File: config.mk
export PLATFORM = sky130hd
export DESIGN_NAME = sig_logic_array
export DESIGN_NICKNAME = d
export VERILOG_FILES = /design/src/rtl/sig_logic_array.sv
export SDC_FILE = /design/constraint.sdc
export NUM_CORES = 1
export LEC_CHECK = 0
export CAP_MARGIN = 10
export CORE_MARGIN = 3
export CORE_UTILIZATION = 40
export CTS_CLUSTER_DIAMETER = 30
export CTS_CLUSTER_SIZE = 10
export DETAILED_ROUTE_END_ITERATION = 10
export GPL_ROUTABILITY_DRIVEN = 0
export GPL_TIMING_DRIVEN = 0
export PLACE_DENSITY = 0.68
export SLEW_MARGIN = 10
export SYNTH_ARGS = -nofsm -noshare
export SYNTH_HDL_FRONTEND = slang
export SYNTH_SLANG_ARGS = --single-unit
File: constraint.sdc
create_clock -name sys_clock -period 2.42 [get_ports sys_clock]
set_input_delay 0.242 -clock sys_clock [delete_from_list [all_inputs] [get_ports sys_clock]]
set_output_delay 0.242 -clock sys_clock [all_outputs]
set_load 0.03 [all_outputs]
File: src/rtl/sig_logic_array.sv
// sig_logic_array: pairwise logic stage for the general-purpose signal header.
// Each channel synchronises and glitch-filters two raw inputs, combines them
// with a selectable NAND/AND/OR/XOR and registers the result. Per-channel
// rising-edge counters with a sticky saturation flag are read through cnt_sel.
module sig_logic_array #(
    parameter int NUM_CH   = 4,
    parameter int FILT_LEN = 4,
    parameter int CNT_W    = 16,
    parameter int SEL_W    = 2
) (
    input  logic                sys_clock,
    input  logic                reset,
    input  logic [2*NUM_CH-1:0] sig_in,
    input  logic [2*NUM_CH-1:0] mode,
    output logic [NUM_CH-1:0]   sig_out,
    input  logic [SEL_W-1:0]    cnt_sel,
    input  logic                cnt_clr,
    output logic [CNT_W-1:0]    cnt_val,
    output logic                cnt_ovf
);
    localparam int IN_W = 2 * NUM_CH;
    localparam int FC_W = (FILT_LEN > 0) ? $clog2(FILT_LEN + 1) : 1;
    localparam logic [CNT_W-1:0] CNT_MAX = '1;

    logic [IN_W-1:0]   sync1_q, sync1_d;
    logic [IN_W-1:0]   sync2_q, sync2_d;
    logic [IN_W-1:0]   filt;
    logic [NUM_CH-1:0] sig_out_q, sig_out_d;
    logic [NUM_CH-1:0] out_prev_q, out_prev_d;  // previous-output register
    logic [NUM_CH-1:0] rise;
    logic              run_q, run_d;             // set on the reset-release edge
    logic              arm_q, arm_d;             // set one cycle later
    logic [CNT_W-1:0]  cnt_q [NUM_CH];
    logic [CNT_W-1:0]  cnt_d [NUM_CH];
    logic [NUM_CH-1:0] ovf_q, ovf_d;
    logic [CNT_W-1:0]  cnt_val_q, cnt_val_d;
    logic              cnt_ovf_q, cnt_ovf_d;

    // Two-flop synchroniser next-state for every raw input bit.
    always_comb begin
        sync1_d = sig_in;
        sync2_d = sync1_q;
    end

    // Synchroniser registers.
    always_ff @(posedge sys_clock) begin
        if (reset) begin
            sync1_q <= '0;
            sync2_q <= '0;
        end else begin
            sync1_q <= sync1_d;
            sync2_q <= sync2_d;
        end
    end

    generate
        if (FILT_LEN == 0) begin : g_no_filt
            assign filt = sync2_q;
        end else begin : g_filt
            logic [IN_W-1:0] filt_q, filt_d;
            logic [FC_W-1:0] fcnt_q [IN_W];
            logic [FC_W-1:0] fcnt_d [IN_W];

            // Filtered bit follows the synced bit only after FILT_LEN
            // consecutive disagreeing samples; any agreement restarts the run.
            always_comb begin
                filt_d = filt_q;
                for (int b = 0; b < IN_W; b++) begin
                    fcnt_d[b] = '0;
                    if (sync2_q[b] != filt_q[b]) begin
                        if (fcnt_q[b] == FC_W'(FILT_LEN - 1)) begin
                            filt_d[b] = sync2_q[b];
                        end else begin
                            fcnt_d[b] = fcnt_q[b] + 1'b1;
                        end
                    end
                end
            end

            // Filter value and stability counters.
            always_ff @(posedge sys_clock) begin
                if (reset) begin
                    filt_q <= '0;
                    fcnt_q <= '{default: '0};
                end else begin
                    filt_q <= filt_d;
                    fcnt_q <= fcnt_d;
                end
            end

            assign filt = filt_q;
        end
    endgenerate

    // Per-channel function of the filtered pair; mode is used live each cycle.
    always_comb begin
        sig_out_d = '0;
        for (int k = 0; k < NUM_CH; k++) begin
            case (mode[2*k +: 2])
                2'b00:   sig_out_d[k] = ~(filt[2*k+1] & filt[2*k]);
                2'b01:   sig_out_d[k] = filt[2*k+1] & filt[2*k];
                2'b10:   sig_out_d[k] = filt[2*k+1] | filt[2*k];
                default: sig_out_d[k] = filt[2*k+1] ^ filt[2*k];
            endcase
        end
    end

    // Edge counters: the arm flag lags reset release by two edges so the
    // forced post-reset NAND rise is never counted; clear beats a rise.
    always_comb begin
        out_prev_d = sig_out_q;
        rise       = sig_out_q & ~out_prev_q;
        run_d      = 1'b1;
        arm_d      = run_q;
        cnt_val_d  = '0;
        cnt_ovf_d  = 1'b0;
        for (int k = 0; k < NUM_CH; k++) begin
            cnt_d[k] = cnt_q[k];
            ovf_d[k] = ovf_q[k];
            if (cnt_clr && (cnt_sel == SEL_W'(k))) begin
                cnt_d[k] = '0;
                ovf_d[k] = 1'b0;
            end else if (arm_q && rise[k]) begin
                if (cnt_q[k] != CNT_MAX) begin
                    cnt_d[k] = cnt_q[k] + 1'b1;
                end else begin
                    ovf_d[k] = 1'b1;
                end
            end
            // Readback shows the counter as it stood before this edge.
            if (cnt_sel == SEL_W'(k)) begin
                cnt_val_d = cnt_q[k];
                cnt_ovf_d = ovf_q[k];
            end
        end
    end

    // Output, edge-detect, counter and readback registers.
    always_ff @(posedge sys_clock) begin
        if (reset) begin
            sig_out_q  <= '0;
            out_prev_q <= '0;
            run_q      <= 1'b0;
            arm_q      <= 1'b0;
            cnt_q      <= '{default: '0};
            ovf_q      <= '0;
            cnt_val_q  <= '0;
            cnt_ovf_q  <= 1'b0;
        end else begin
            sig_out_q  <= sig_out_d;
            out_prev_q <= out_prev_d;
            run_q      <= run_d;
            arm_q      <= arm_d;
            cnt_q      <= cnt_d;
            ovf_q      <= ovf_d;
            cnt_val_q  <= cnt_val_d;
            cnt_ovf_q  <= cnt_ovf_d;
        end
    end

    assign sig_out = sig_out_q;
    assign cnt_val = cnt_val_q;
    assign cnt_ovf = cnt_ovf_q;

endmodule

==> flow_metrics.py, run 1 <==
metrics = {
    "run_status": {
        "outcome": "complete, no violations",
    },
    "routing": {
        "drt-total-wl_um": 14500,
        "routedWlPerCell_um": 14.9,
        "antenna_left": 0,
        "drtIter0Drc": 419,
        "via_per_inst": 5.36,
        "firstDrtPassIters": 7,
        "drc": 0,
        "vias": 5214,
    },
    "floorplanning": {
        "start_util": 0.418,
        "core_area_um2": 15500,
        "fp.dieW_um": 134,
        "rows": 45,
        "io-pin-count": 42,
        "die_area_um2": 17800,
        "dieHeight_um": 134,
    },
    "setup_path": {
        "cp.required_ns": 2.74,
        "arrival_ns": 2.47,
        "crit_path_start_kind": "flip-flop",
        "reg2reg_from": "cnt_q[48]",
        "cp_max_fo": 10,
        "critPathCaptureType": "flip-flop",
        "path_class": "flip-flop to flip-flop",
        "crit_start": "cnt_q[48]",
    },
    "cells_and_area": {
        "final_cell_mix": "dfxtp_1, nor2_1, a21oi_1, clkdlybuf4s50_1, inv_1",
        "drive_gt1_frac": 0.0933,
        "design_area_um2": 7770,
        "diodes": 0,
        "layoutNonFillerInstCount": 972,
        "fillers": 1474,
        "final_common_cell": "dfxtp_1",
        "syn_to_final_growth_pct": 19.5,
        "fin_nets": 797,
    },
    "sta": {
        "finalWorstSetupSlack_ns": 0.277,
        "fin_tns_setup_ns": 0,
        "rsz0062_at_grt": "false",
        "slew_viol_final": 0,
        "layout_worst_path_cycle_share": 0.886,
        "hold_viol_final": 0,
        "max_freq_ghz": 0.467,
        "worstMarginPinSlew_ns": 0.959,
        "finClkSkew_ns": 0.00921,
        "maxSlewHeadroom": 0.355,
        "fin_crit_ns": 2.14,
        "setup_viol": 0,
    },
    "logic_synthesis": {
        "synthesis.area_um2": 6500,
        "synth_ff_type": "dfxtp_1",
        "synth-seq-cells": 143,
        "async_reset_ff_frac": 0,
        "synthMuxAreaShare": 0.0808,
        "syn_nets": 737,
        "synthAdderAreaFrac": 0.0539,
        "synth_cell_types": 50,
        "syn_inst": 688,
        "synthTopCellsByArea": "dfxtp_1, mux4_2, ha_1",
        "synth_top_family_by_area": "simple AND/OR/NAND/NOR gates",
        "synth-edff-count": 0,
        "ys.warnings.count": 0,
        "syn_area_per_cell_um2": 9.45,
        "synthSimpleGateAreaFrac": 0.252,
        "synth_xor_area_frac": 0.0175,
        "synth_largest_area_cell": "dfxtp_1",
        "netlist.area_leader.share": 0.440,
        "ys_seq_area_frac": 0.440,
        "synth-compound-area-share": 0.117,
    },
    "power_and_ir_drop": {
        "pwr-share-comb": 0.035,
        "internal-power_mw": 4.02,
        "p_sw_mw": 1.18,
        "leakagePower_nw": 2.68,
        "pwr-share-clk": 0.506,
        "totalPowerFinal_mw": 5.21,
        "power_density_nw_per_um2": 670,
        "swShare": 0.227,
        "power_frac_seq": 0.459,
        "vdd_drop_max_v": 0.000507,
    },
    "clock_network": {
        "cts_setup_buffers": 0,
        "ctsHoldBuffers": 0,
        "clk_latency_ns": 0.43,
        "cts_tree": "built",
        "cts_sinks": 143,
        "post_cts_resize_count": 0,
        "cts_buffer_depth": 2,
        "path_clk_slew_ns": 0.06,
        "htree_levels": 4,
        "root_buffer": "clkbuf_16",
        "cts_buffers": 17,
    },
    "place": {
        "placed_cells": 940,
        "dpl.hpwl_um": 10500,
        "pre_cts_slack_ns": -0.141,
        "dpl_cell_area_um2": 7180,
        "port_buffers": 41,
    },
    "grt": {
        "grt_pass1_wl_um": 23600,
        "grt_start_max_net_pins": 17,
        "antenna_found_initial": 0,
        "grtUsageTotal": 0.168,
        "grt_pass1_vias": 4574,
        "overflow": 0,
    },
    "hold_path": {
        "holdCritPathClass": "input port to flip-flop",
        "hold_start": "sig_in[4]",
    },
    "run": {
        "max_cap_viol_count": 0,
    },
}
worst paths after layout:
| check | end | slack, ns | cells after the start |
|---|---|---|---|
| max | cnt_q[57] | 0.28 | 6 |
| min | sync1_q[4] | 0.36 | 2 |
| max reg2reg | cnt_q[57] | 0.28 | 6 |
| min reg2reg | g_filt.fcnt_q[21] | 0.42 | 1 |
area by class of cell:
cell class                 count  area, µm²  share of cell area
buffer                        27        110              0.0142
clock buffer                  19        443              0.0570
clock inverter                13        153              0.0196
inverter                      36        135              0.0174
multi-input combinational    482       3390               0.437
sequential                   143       2860               0.368
tap                          211        264              0.0340
timing repair buffer          41        410              0.0528
registers in the layout, indices dropped and copies added, names as in the netlist:
name / flops
g_filt.fcnt_q: 24
out_prev_q: 4
sig_out: 4
cnt_ovf: 1
arm_q: 1
filt: 8
ovf_q: 4
cnt_q: 64
sync1_q: 8
cnt_val: 16
sync2_q: 8
arm_d: 1
per-stage QoR:
step / util / hold slack, ns
after floorplan: - / 0.370
after global placement: 0.462 / 0.410
after detailed placement: 0.462 / 0.410
after CTS: 0.500 / 0.349
after global routing: 0.500 / 0.358
final: 0.500 / 0.363
power groups by stage:
stage                     logic, mW  registers, mW  clock network (mW)
after floorplan               0.101           2.45                   0
after global placement        0.183           2.44                   0
after detailed placement      0.184           2.44                   0
after CTS                     0.185           2.39                2.68
after global routing          0.201           2.39                2.79
final                         0.183           2.39                2.63
kinds of logic (layout without fill, tap and decap cells):
logic type | count (synthesis) | in the layout
AND/OR/NAND/NOR | 286 | 286
flip-flops | 143 | 143
AO/OA/AOI/OAI | 124 | 124
buffers and inverters | 63 | 136
multiplexers | 31 | 31
adder cells (fa/ha/maj) | 28 | 28
XOR/XNOR | 13 | 13
worst max-delay path, stage by stage, from the launching register on:
cell and delay [ns]:
dfxtp_1 0.42, ha_1 0.25, nand3_1 0.14, nor4_2 0.63
buf_2 0.34, nor4_1 0.07, o21a_1 0.18
layer usage:
metal | vias to the layer above | GRT usage | routed length, µm
met5 | - | 0 | 0
met4 | 0 | 0.0714 | 401
met3 | 22 | 0.0465 | 765
met2 | 132 | 0.262 | 6640
met1 | 2409 | 0.219 | 6700
li1 | 2651 | - | -
synthesized netlist by cell type, drive strengths merged (6+ instances only):
master	instances
nor4	12
nor3	11
nand3b	6
or4	27
mux2i	12
and3b	6
or3	28
nand2	27
a21oi	54
o31ai	21
clkbuf	18
nor2	62
nor2b	22
nand4	20
mux4	17
dfxtp	143
ha	28
inv	36
buf	9
and3	8
and2	20
nand3	23
o21ai	24
or2	6
xnor2	8
(Power assumes the default switching activity.)
==> inputs of run 2 (changes only) <==
--- a/config.mk
+++ b/config.mk
@@ -6,6 +6,8 @@
 export NUM_CORES = 1
 export LEC_CHECK = 0
 export CAP_MARGIN = 10
+export CELL_PAD_IN_SITES_DETAIL_PLACEMENT = 1
+export CELL_PAD_IN_SITES_GLOBAL_PLACEMENT = 1
 export CORE_MARGIN = 3
 export CORE_UTILIZATION = 40
 export CTS_CLUSTER_DIAMETER = 30
@@ -13,7 +15,7 @@
 export DETAILED_ROUTE_END_ITERATION = 10
 export GPL_ROUTABILITY_DRIVEN = 0
 export GPL_TIMING_DRIVEN = 0
-export PLACE_DENSITY = 0.68
+export PLACE_DENSITY = 0.81
 export SLEW_MARGIN = 10
 export SYNTH_ARGS = -nofsm -noshare
 export SYNTH_HDL_FRONTEND = slang
==> flow_metrics.py, run 2 (synthesized netlist as in run 1, its figures left out) <==
metrics = {
    "run_status": {
        "outcome": "complete, no violations",
    },
    "floorplanning": {
        "start_util": 0.418,
        "fp.dieW_um": 134,
        "dieHeight_um": 134,
        "io-pin-count": 42,
        "core_area_um2": 15500,
        "die_area_um2": 17800,
        "rows": 45,
    },
    "grt": {
        "grt_pass1_wl_um": 30100,
        "overflow": 0,
        "grtUsageTotal": 0.213,
        "grt_pass1_vias": 5907,
        "antenna_found_initial": 0,
        "grt_start_max_net_pins": 17,
    },
    "sta": {
        "setup_viol": 0,
        "hold_viol_final": 0,
        "max_freq_ghz": 0.453,
        "rsz0062_at_grt": "false",
        "layout_worst_path_cycle_share": 0.911,
        "fin_tns_setup_ns": 0,
        "worstMarginPinSlew_ns": 0.829,
        "maxSlewHeadroom": 0.439,
        "finClkSkew_ns": 0.00720,
        "finalWorstSetupSlack_ns": 0.215,
        "slew_viol_final": 0,
        "fin_crit_ns": 2.21,
    },
    "setup_path": {
        "arrival_ns": 2.53,
        "crit_path_start_kind": "flip-flop",
        "critPathCaptureType": "flip-flop",
        "r2r-end": "cnt_q[57]",
        "crit_slowest_cell": "nor4_2",
        "rr_worst_depth": 6,
        "cp_slowest_stage_delay_ns": 0.59,
        "r2r_slack_ns": 0.21,
        "cp_max_fo": 10,
        "crit_chain": "ha_1, nand3_1, nor4_2, buf_2, nor4_1, o21a_1",
        "path_class": "flip-flop to flip-flop",
        "reg2reg_from": "cnt_q[48]",
        "cp.required_ns": 2.74,
    },
    "clock_network": {
        "htree_levels": 4,
        "cts_buffers": 17,
        "cts_tree": "built",
        "cts_buffer_depth": 2,
        "path_clk_slew_ns": 0.06,
        "cts_sinks": 143,
        "root_buffer": "clkbuf_16",
        "cts_setup_buffers": 0,
        "clk_latency_ns": 0.44,
    },
    "hold_path": {
        "hold_start": "sig_in[7]",
        "holdCritPathClass": "input port to flip-flop",
        "min_to": "sync1_q[7]",
        "whs_path_depth": 2,
    },
    "routing": {
        "via_per_inst": 5.75,
        "firstDrtPassIters": 6,
        "drtIter0Drc": 278,
        "drt-total-wl_um": 18100,
        "antenna_left": 0,
        "routedWlPerCell_um": 18.6,
        "drc": 0,
        "vias": 5586,
    },
    "cells_and_area": {
        "regArea_um2": 2860,
        "largest_reg_flops": 64,
        "fin_nets": 797,
        "fin_util": 0.498,
        "syn_to_final_growth_pct": 19.1,
        "fillers": 1803,
        "regMostFlops": "cnt_q",
        "final_common_cell": "dfxtp_1",
        "diodes": 0,
        "final_cell_mix": "dfxtp_1, nor2_1, a21oi_1, clkdlybuf4s50_1, inv_1",
        "drive_gt1_frac": 0.0972,
        "multiInputGateArea_um2": 3410,
        "layoutNonFillerInstCount": 972,
    },
    "run": {
        "max_cap_viol_count": 0,
    },
    "power_and_ir_drop": {
        "leakagePower_nw": 2.66,
        "power_density_nw_per_um2": 655,
        "totalPowerFinal_mw": 5.07,
        "vdd_drop_max_v": 0.000521,
    },
    "place": {
        "pre_cts_slack_ns": -0.130,
        "port_buffers": 41,
        "placed_cells": 940,
        "dpl.hpwl_um": 13100,
    },
}
## run 2: cell count changes in the layout (fill, tap and decap cells not counted), sizes merged
| cell | previous run | this run |
|---|---|---|
| bufinv | 2 | 1 |
| inv | 41 | 38 |
| clkinv | 3 | 7 |
| clkinvlp | 3 | 4 |
| clkbuf | 37 | 36 |
## run 2: layout make-up
type | count | share of cell area
inverters | 36 | 0.0174
plain buffers | 27 | 0.0142
clock inverters | 14 | 0.0150
flip-flops and latches | 143 | 0.370
clock buffers | 18 | 0.0567
multi-input cells | 482 | 0.440
well taps | 211 | 0.0341
repair buffers | 41 | 0.0530
## run 2: metrics by stage
stage	hold WS, ns	instance area, µm²
6_report	0.358	7740
3_5_place_dp	0.413	7180
4_1_cts	0.341	7730
3_3_place_gp	0.406	7180
5_1_grt	0.353	7740
2_1_floorplan	0.370	6500
## run 2: worst max path at each step
stage	start	slack (ns)	cells after the start	endpoint
final	cnt_q[48]	0.21	6	cnt_q[57]
after global routing	cnt_q[48]	0.04	6	cnt_q[48]
after CTS	cnt_q[32]	0.20	5	cnt_q[45]
after detailed placement	cnt_sel[0]	-0.13	7	cnt_q[3]
after global placement	cnt_sel[0]	-0.05	7	cnt_q[0]
after floorplan	sig_out[2]	0.52	6	cnt_q[27]
## run 2: where the power goes
part           switching, mW  internal, mW
logic                  0.110        0.0817
clock network           1.06          1.43
registers             0.0148          2.38
## run 2: worst max-delay path, delay by kind of cell, from the launching register on
kind / cells / cell delay (ns)
simple gates: 3 / 0.83
compound gates: 1 / 0.19
flops: 1 / 0.45
buf+inv: 1 / 0.34
fa+ha+maj: 1 / 0.29
## run 2: repair_timing
| item | CTS | global route |
|---|---|---|
| resized for setup | 0 | 1 |
| hold buffers | 0 | 0 |
| endpoints found under the setup margin | 0 | 3 |
## run 2: metal layers
metal	track usage	up-vias	wire [µm]
li1	-	2641	-
met1	0.250	2760	7490
met2	0.374	155	9160
met3	0.0502	30	926
met4	0.0863	0	522
met5	0	-	0
==> inputs of run 3 (changes only) <==
--- a/config.mk
+++ b/config.mk
@@ -6,8 +6,6 @@
 export NUM_CORES = 1
 export LEC_CHECK = 0
 export CAP_MARGIN = 10
-export CELL_PAD_IN_SITES_DETAIL_PLACEMENT = 1
-export CELL_PAD_IN_SITES_GLOBAL_PLACEMENT = 1
 export CORE_MARGIN = 3
 export CORE_UTILIZATION = 40
 export CTS_CLUSTER_DIAMETER = 30
@@ -15,7 +13,7 @@
 export DETAILED_ROUTE_END_ITERATION = 10
 export GPL_ROUTABILITY_DRIVEN = 0
 export GPL_TIMING_DRIVEN = 0
-export PLACE_DENSITY = 0.81
+export PLACE_DENSITY = 0.68
 export SLEW_MARGIN = 10
 export SYNTH_ARGS = -nofsm -noshare
 export SYNTH_HDL_FRONTEND = slang
==> constraint.sdc (replaced) <==
create_clock -name sys_clock -period 2.42 [get_ports sys_clock]
set_input_delay 0.242 -clock sys_clock [delete_from_list [all_inputs] [get_ports sys_clock]]
set_output_delay 0.242 -clock sys_clock [all_outputs]
set_load 0.05 [all_outputs]
==> results of run 3 <==
Same layout as run 1 (identical final DEF). Status: complete, no violations.
